==> src/rtl/mt6835_spi_emulator_if.sv <==
// SPI bus between an external mode-3 master and the MT6835 emulator.
interface mt6835_spi_emulator_if;
    logic spi_clk;
    logic spi_cs;
    logic spi_mosi;
    logic spi_miso;
    logic spi_miso_oe;

    modport master (output spi_clk, output spi_cs, output spi_mosi,
                    input spi_miso, input spi_miso_oe);
    modport slave  (input spi_clk, input spi_cs, input spi_mosi,
                    output spi_miso, output spi_miso_oe);
endinterface

==> src/rtl/mt6835_spi_emulator.sv <==
// MT6835 angle-sensor SPI slave emulator (mode 3, burst angle read, command 0xA).
// Optional MT6835_CRC_EN: register 0x006 returns CRC-8 (poly 0x07) of bytes 0x003..0x005.
module mt6835_spi_emulator (
    input  logic                        i_clk,
    input  logic                        rstn,
    mt6835_spi_emulator_if.slave        spi,
    input  logic [20:0]                 i_angle,
    input  logic [2:0]                  i_status,
    output logic                        o_frame_done,
    output logic                        o_cmd_err
);
    typedef enum logic [2:0] {WAIT_CS, IDLE, CMD, DATA, IGNORE} state_t;

    state_t      state, state_n;
    logic [1:0]  clk_sync, cs_sync, mosi_sync;
    logic        clk_d, cs_d;
    logic        clk_s, cs_s, mosi_s;
    logic        clk_rise, clk_fall, cs_rise, cs_fall;
    logic [1:0]  settle_cnt;
    logic        settle_done;
    logic [3:0]  bit_cnt;
    logic [14:0] cmd_sr;
    logic [15:0] cmd_word;
    logic [11:0] ptr;
    logic [20:0] angle_q;
    logic [2:0]  status_q;
    logic [7:0]  rd_byte;
    logic        miso_q, oe_q;
    logic        shift_in, shift_out, decode_ok, decode_err;

`ifdef MT6835_CRC_EN
    logic [7:0]  crc_q;

    function automatic logic [7:0] crc8(input logic [23:0] d);
        logic [7:0] c;
        logic       fb;
        c = 8'h00;
        for (int i = 23; i >= 0; i--) begin
            fb = c[7] ^ d[i];
            c  = {c[6:0], 1'b0};
            if (fb) c = c ^ 8'h07;
        end
        return c;
    endfunction
`endif

    assign clk_s       = clk_sync[1];
    assign cs_s        = cs_sync[1];
    assign mosi_s      = mosi_sync[1];
    assign clk_rise    = clk_s & ~clk_d;
    assign clk_fall    = ~clk_s & clk_d;
    assign cs_rise     = cs_s & ~cs_d;
    assign cs_fall     = ~cs_s & cs_d;
    assign settle_done = &settle_cnt;
    assign cmd_word    = {cmd_sr, mosi_s};

    assign spi.spi_miso    = miso_q;
    assign spi.spi_miso_oe = oe_q;

    always_ff @(posedge i_clk) begin
        if (!rstn) begin
            clk_sync  <= 2'b11;
            cs_sync   <= 2'b11;
            mosi_sync <= 2'b11;
            clk_d     <= 1'b1;
            cs_d      <= 1'b1;
        end else begin
            clk_sync  <= {clk_sync[0], spi.spi_clk};
            cs_sync   <= {cs_sync[0], spi.spi_cs};
            mosi_sync <= {mosi_sync[0], spi.spi_mosi};
            clk_d     <= clk_s;
            cs_d      <= cs_s;
        end
    end

    // WAIT_CS also waits for the reset-preset synchronizers to flush, so a CS
    // already low at reset release is never mistaken for a fresh falling edge.
    always_comb begin
        state_n    = state;
        shift_in   = 1'b0;
        shift_out  = 1'b0;
        decode_ok  = 1'b0;
        decode_err = 1'b0;
        if (cs_rise) begin
            state_n = IDLE;
        end else begin
            case (state)
                WAIT_CS: if (settle_done && cs_s) state_n = IDLE;
                IDLE:    if (cs_fall) state_n = CMD;
                CMD: begin
                    if (clk_rise) begin
                        shift_in = 1'b1;
                        if (bit_cnt == 4'd15) begin
                            if (cmd_word[15:12] == 4'hA) begin
                                decode_ok = 1'b1;
                                state_n   = DATA;
                            end else begin
                                decode_err = 1'b1;
                                state_n    = IGNORE;
                            end
                        end
                    end
                end
                DATA:    if (clk_fall) shift_out = 1'b1;
                IGNORE:  state_n = IGNORE;
                default: state_n = WAIT_CS;
            endcase
        end
    end

    always_comb begin
        rd_byte = 8'h00;
        case (ptr)
            12'h003: rd_byte = angle_q[20:13];
            12'h004: rd_byte = angle_q[12:5];
            12'h005: rd_byte = {angle_q[4:0], status_q};
`ifdef MT6835_CRC_EN
            12'h006: rd_byte = crc_q;
`endif
            default: rd_byte = 8'h00;
        endcase
    end

    always_ff @(posedge i_clk) begin
        if (!rstn) begin
            state        <= WAIT_CS;
            settle_cnt   <= 2'd0;
            bit_cnt      <= 4'd0;
            cmd_sr       <= 15'd0;
            ptr          <= 12'd0;
            angle_q      <= 21'd0;
            status_q     <= 3'd0;
            miso_q       <= 1'b1;
            oe_q         <= 1'b0;
            o_frame_done <= 1'b0;
            o_cmd_err    <= 1'b0;
`ifdef MT6835_CRC_EN
            crc_q        <= 8'h00;
`endif
        end else begin
            state        <= state_n;
            o_frame_done <= cs_rise && (state == DATA);
            o_cmd_err    <= decode_err;
            oe_q         <= (state_n == CMD) || (state_n == DATA);

            if (state == WAIT_CS && !settle_done) settle_cnt <= settle_cnt + 2'd1;

            if (cs_rise || (state == IDLE && cs_fall)) begin
                bit_cnt <= 4'd0;
                cmd_sr  <= 15'd0;
            end else if (shift_in) begin
                cmd_sr  <= cmd_word[14:0];
                bit_cnt <= bit_cnt + 4'd1;
            end else if (shift_out) begin
                if (bit_cnt == 4'd7) begin
                    bit_cnt <= 4'd0;
                    if (ptr != 12'hFFF) ptr <= ptr + 12'd1;
                end else begin
                    bit_cnt <= bit_cnt + 4'd1;
                end
            end

            if (decode_ok) begin
                ptr      <= cmd_word[11:0];
                angle_q  <= i_angle;
                status_q <= i_status;
`ifdef MT6835_CRC_EN
                crc_q    <= crc8({i_angle, i_status});
`endif
            end

            if (shift_out)
                miso_q <= rd_byte[3'd7 - bit_cnt[2:0]];
            else if (state_n != DATA)
                miso_q <= 1'b0;
        end
    end
endmodule

==> src/flat_wrapper.sv <==
// flat-port wrapper written by rule: the top's interface ports become plain ports
module mt6835_spi_emulator_flat 
  (i_clk, rstn, i_angle, i_status, o_frame_done, o_cmd_err, spi_spi_clk, spi_spi_cs, spi_spi_mosi, spi_spi_miso, spi_spi_miso_oe);
  mt6835_spi_emulator_if spi_i ();
  input  logic i_clk;
  input  logic rstn;
  input  logic [20:0] i_angle;
  input  logic [2:0] i_status;
  output logic o_frame_done;
  output logic o_cmd_err;
  input wire logic [$bits(spi_i.spi_clk)-1:0] spi_spi_clk;
  input wire logic [$bits(spi_i.spi_cs)-1:0] spi_spi_cs;
  input wire logic [$bits(spi_i.spi_mosi)-1:0] spi_spi_mosi;
  output wire logic [$bits(spi_i.spi_miso)-1:0] spi_spi_miso;
  output wire logic [$bits(spi_i.spi_miso_oe)-1:0] spi_spi_miso_oe;
  assign spi_i.spi_clk = spi_spi_clk;
  assign spi_i.spi_cs = spi_spi_cs;
  assign spi_i.spi_mosi = spi_spi_mosi;
  assign spi_spi_miso = spi_i.spi_miso;
  assign spi_spi_miso_oe = spi_i.spi_miso_oe;
  mt6835_spi_emulator u_core (.i_clk(i_clk), .rstn(rstn), .spi(spi_i), .i_angle(i_angle), .i_status(i_status), .o_frame_done(o_frame_done), .o_cmd_err(o_cmd_err));
endmodule
==> config.mk <==
export PLATFORM = sky130hd
export DESIGN_NAME = mt6835_spi_emulator_flat
export DESIGN_NICKNAME = d
export VERILOG_FILES = /design/src/rtl/mt6835_spi_emulator_if.sv /design/src/rtl/mt6835_spi_emulator.sv /design/src/flat_wrapper.sv
export SDC_FILE = /design/constraint.sdc
export NUM_CORES = 1
export LEC_CHECK = 0
export CAP_MARGIN = 20
export CORE_MARGIN = 2
export CORE_UTILIZATION = 35
export DETAILED_ROUTE_END_ITERATION = 12
export PLACE_DENSITY_LB_ADDON = 0.05
export SLEW_MARGIN = 20
export SYNTH_ARGS = -nofsm -noshare
export SYNTH_HDL_FRONTEND = slang
export SYNTH_SLANG_ARGS = --single-unit
==> constraint.sdc <==
create_clock -name i_clk -period 4.8 [get_ports i_clk]
set_input_delay 0.48 -clock i_clk [delete_from_list [all_inputs] [get_ports i_clk]]
set_output_delay 0.48 -clock i_clk [all_outputs]
set_load 0.03 [all_outputs]
==> summary.txt <==
final hold viol count: 0
FF+latch count, synth: 72
worst reg2reg path depth: 7
# clock sinks: 72
FMAX: 394 MHz
Slew Limit Fails: 0
Worst Hold Endpoint: u_core.clk_sync[1]
share of layout cells above drive strength 1: 6.26%
Reg2Reg Setup Slack: 2.26 ns
Worst Path Buf+Inv: 0
area grow syn2layout: 18.3%
GRT Util Overall: 17.2%
non-filler instance count after layout: 542
Antenna Violating Nets Remaining: 0
TNS Setup: 0 ns
die area: 10,000 µm²
nature of the critical path startpoint: flip-flop
syn_nets: 437
Port-buffer cells: 32
Reg clk slew, reported paths: 0.08 ns
maximum vdd ir drop: 0.145 mV
Die Wd: 100 µm
Seq/Total Area, Yosys: 44.6%
Cells after Synth: 403
Top delay family on crit path: simple AND/OR/NAND/NOR gates
Worst-Margin Slew: 0.871 ns
CP max stage cell: nor2_4
Die Y: 100 µm
post-CTS resize count: 0
Leak: 1.25 nW
worst skew pair latency: 0.36 ns
routed vias: 2,846
global placer's final weighted congestion: 0.838
Placed Cells: 526
synthesized area per cell: 8.03 µm²
delay of the slowest cell on the worst path: 0.71 ns
drt total wl: 8.05 mm
most frequent CP cell: nor2_4
Simple-Gate Fraction of Synth Area: 26.4%
vias in the first global route: 2,684
starting density of the core: 35.5%
Max Cap Violations: 0
Cell Area, Synth: 3230 µm²
CP Cell Sequence: ha_1, and3_1, nand4b_1, nor2_4, nor2_4, o21ai_0, a21oi_1
# IOs: 33
CTS tree: built
yosys warns: 0
critical path arrival: 2.76 ns
Crit Path Category: reg2reg
adder-cell area share of the yosys netlist: 1.93%
core region area: 9110 µm²
final setup vio count: 0
Hold Crit Depth: 1
H-tree lvl count: 3
Max Root-Sink Buffers: 2
type of the worst min-delay path: reg2reg
Inserted Diodes: 0
largest net degree at the start of global routing: 41
nets: 460
mux share of post-synthesis cell area: 0.928%
FP Rows: 35
1st-iter DRT viols: 116
start of the worst register-to-register path: u_core.bit_cnt[0]
clock skew: 0.0128 ns
drt pass-1 iters: 4
Num CTS Buffers: 9
first-pass GRT wire length: 13.5 mm
compound-cell area share of the yosys netlist: 21.0%
RSZ-0062 raised after global routing: false
Final Critical Period: 2.54 ns
CP Max Fanout: 37
RR Endpoint: u_core.ptr[4]
Final Cycle Share: 52.8%
Synth Area in XOR/XNOR: 0.812%
status: completed
Synth cell types: 48
Worst setup EP type: flip-flop
hold path start: u_core.clk_sync[0]
DRC Markers: 0
Avg WL per Cell: 14.9 µm
Post-CTS Setup Bufs: 0
PwrDens: 322 nW/µm²
initial antenna violation count: 0
hold buffer count at cts: 0
filler cell count in the final layout: 976
relative slew slack: 41.8%
Required @ worst endpoint: 5.02 ns
GRT overflow: 0
post-detailed-placement half-perimeter wirelength: 5.63 mm
Root Buffer: clkbuf_8
largest family of logic cells by synthesized area: simple AND/OR/NAND/NOR gates
Via density: 5.25
per-stage QoR:
stage | setup WS, ns | area [µm²] | power, mW | hold WS, ns | util, %
2_1_floorplan | 3.07 | 3230 | 0.672 | 0.386 | -
3_3_place_gp | 2.21 | 3600 | 0.706 | 0.400 | 39.5
3_5_place_dp | 2.07 | 3600 | 0.707 | 0.397 | 39.5
4_1_cts | 2.04 | 3820 | 1.25 | 0.419 | 42.0
5_1_grt | 2.00 | 3820 | 1.29 | 0.424 | 42.0
6_report | 2.26 | 3820 | 1.23 | 0.412 | 42.0
final cells by class:
class                   instances  area, µm²  area share (%)
clock inverters                 5       80.1            2.09
well taps                     111        139            3.63
inverters                      11       41.3            1.08
multi-input cells             299       1650            43.2
repair buffers                 33        328            8.57
clock buffers                  11        141            3.70
flip-flops and latches         72       1440            37.7
state kept, by name (all words and copies together) (netlist names):
name	cells
u_core.angle_q	21
u_core.cmd_sr	15
u_core.ptr	12
u_core.bit_cnt	4
u_core.state	3
u_core.status_q	3
u_core.clk_sync	2
u_core.cs_sync	2
u_core.mosi_sync	2
u_core.settle_cnt	2
u_core.clk_d	1
u_core.cs_d	1
u_core.o_cmd_err	1
u_core.o_frame_done	1
u_core.spi.spi_miso	1
u_core.spi.spi_miso_oe	1
per-layer routing:
layer	GRT usage, %	wire [µm]	up-vias
met1	22.9	4040	1342
met4	6.22	82	0
li1	-	-	1453
met2	27.1	3640	45
met5	0	0	-
met3	4.46	282	6
cells by family after synthesis:
group / count (synthesis)
AND/OR/NAND/NOR: 175
AO/OA/AOI/OAI: 113
flip-flops: 72
buffers and inverters: 32
adder cells (fa/ha/maj): 5
XOR/XNOR: 3
multiplexers: 3
synthesized netlist by cell type, drive strengths merged:
cell type	count	area, µm²
a211o	1	8.76
a211oi	1	7.51
a21oi	62	310
a22o	3	26.3
a22oi	9	67.6
a2bb2oi	2	17.5
a311oi	3	26.3
a31o	2	17.5
a31oi	6	52.6
a32oi	3	26.3
and2	1	6.26
and3	8	50.1
and3b	2	17.5
buf	9	55.0
clkbuf	12	45.0
dfxtp	72	1440
ha	5	62.6
inv	11	41.3
mux2i	3	30.0
nand2	93	349
nand2b	11	68.8
nand3	9	45.0
nand4	7	65.1
nand4b	1	8.76
nand4bb	1	11.3
nor2	23	101
nor2b	6	37.5
nor3	6	35.0
nor3b	2	20.0
nor4	3	25.0
o21ai	16	80.1
o22ai	2	12.5
o31a	2	17.5
o32ai	1	8.76
or2	2	12.5
xnor2	1	8.76
xor2	2	17.5
layout by cell type, fill, tap and decap left out, drive strengths merged, types with 3 or more instances in the layout:
master	instances
nand4	7
o21ai	16
a22oi	9
dfxtp	72
and3	8
mux2i	3
a21oi	62
clkbuf	11
inv	11
nand3	9
a311oi	3
nor3	6
nor2b	6
ha	5
clkdlybuf4s50	32
nand2b	11
a31oi	6
nor2	23
a22o	3
a32oi	3
nand2	93
nor4	3
where the power goes:
| part | internal, mW | leakage (nW) | total [mW] | switching, mW |
|---|---|---|---|---|
| registers | 0.609 | 0.582 | 0.618 | 0.00950 |
| logic | 0.0414 | 0.564 | 0.0742 | 0.0328 |
| clock network | 0.306 | 0.106 | 0.539 | 0.233 |
| total | 0.956 | 1.25 | 1.23 | 0.275 |
worst register-to-register path, stage by stage (launching register included):
cell	delay (ns)
dfxtp_1	0.58
ha_1	0.27
and3_1	0.21
nand4b_1	0.19
nor2_4	0.71
nor2_4	0.16
o21ai_0	0.21
a21oi_1	0.08
worst max-delay path by stage:
stage	startpoint	endpoint	slack (ns)	depth (start not counted)
6_report	u_core.bit_cnt[0]	u_core.ptr[4]	2.26	7
5_1_grt	u_core.bit_cnt[0]	u_core.ptr[2]	2.00	7
4_1_cts	u_core.bit_cnt[0]	u_core.ptr[6]	2.04	6
3_5_place_dp	u_core.bit_cnt[0]	u_core.ptr[6]	2.07	6
3_3_place_gp	u_core.bit_cnt[0]	u_core.ptr[6]	2.21	6
2_1_floorplan	u_core.ptr[1]	u_core.spi.spi_miso	3.07	8
No activity file was read; power rests on OpenSTA's default activity.
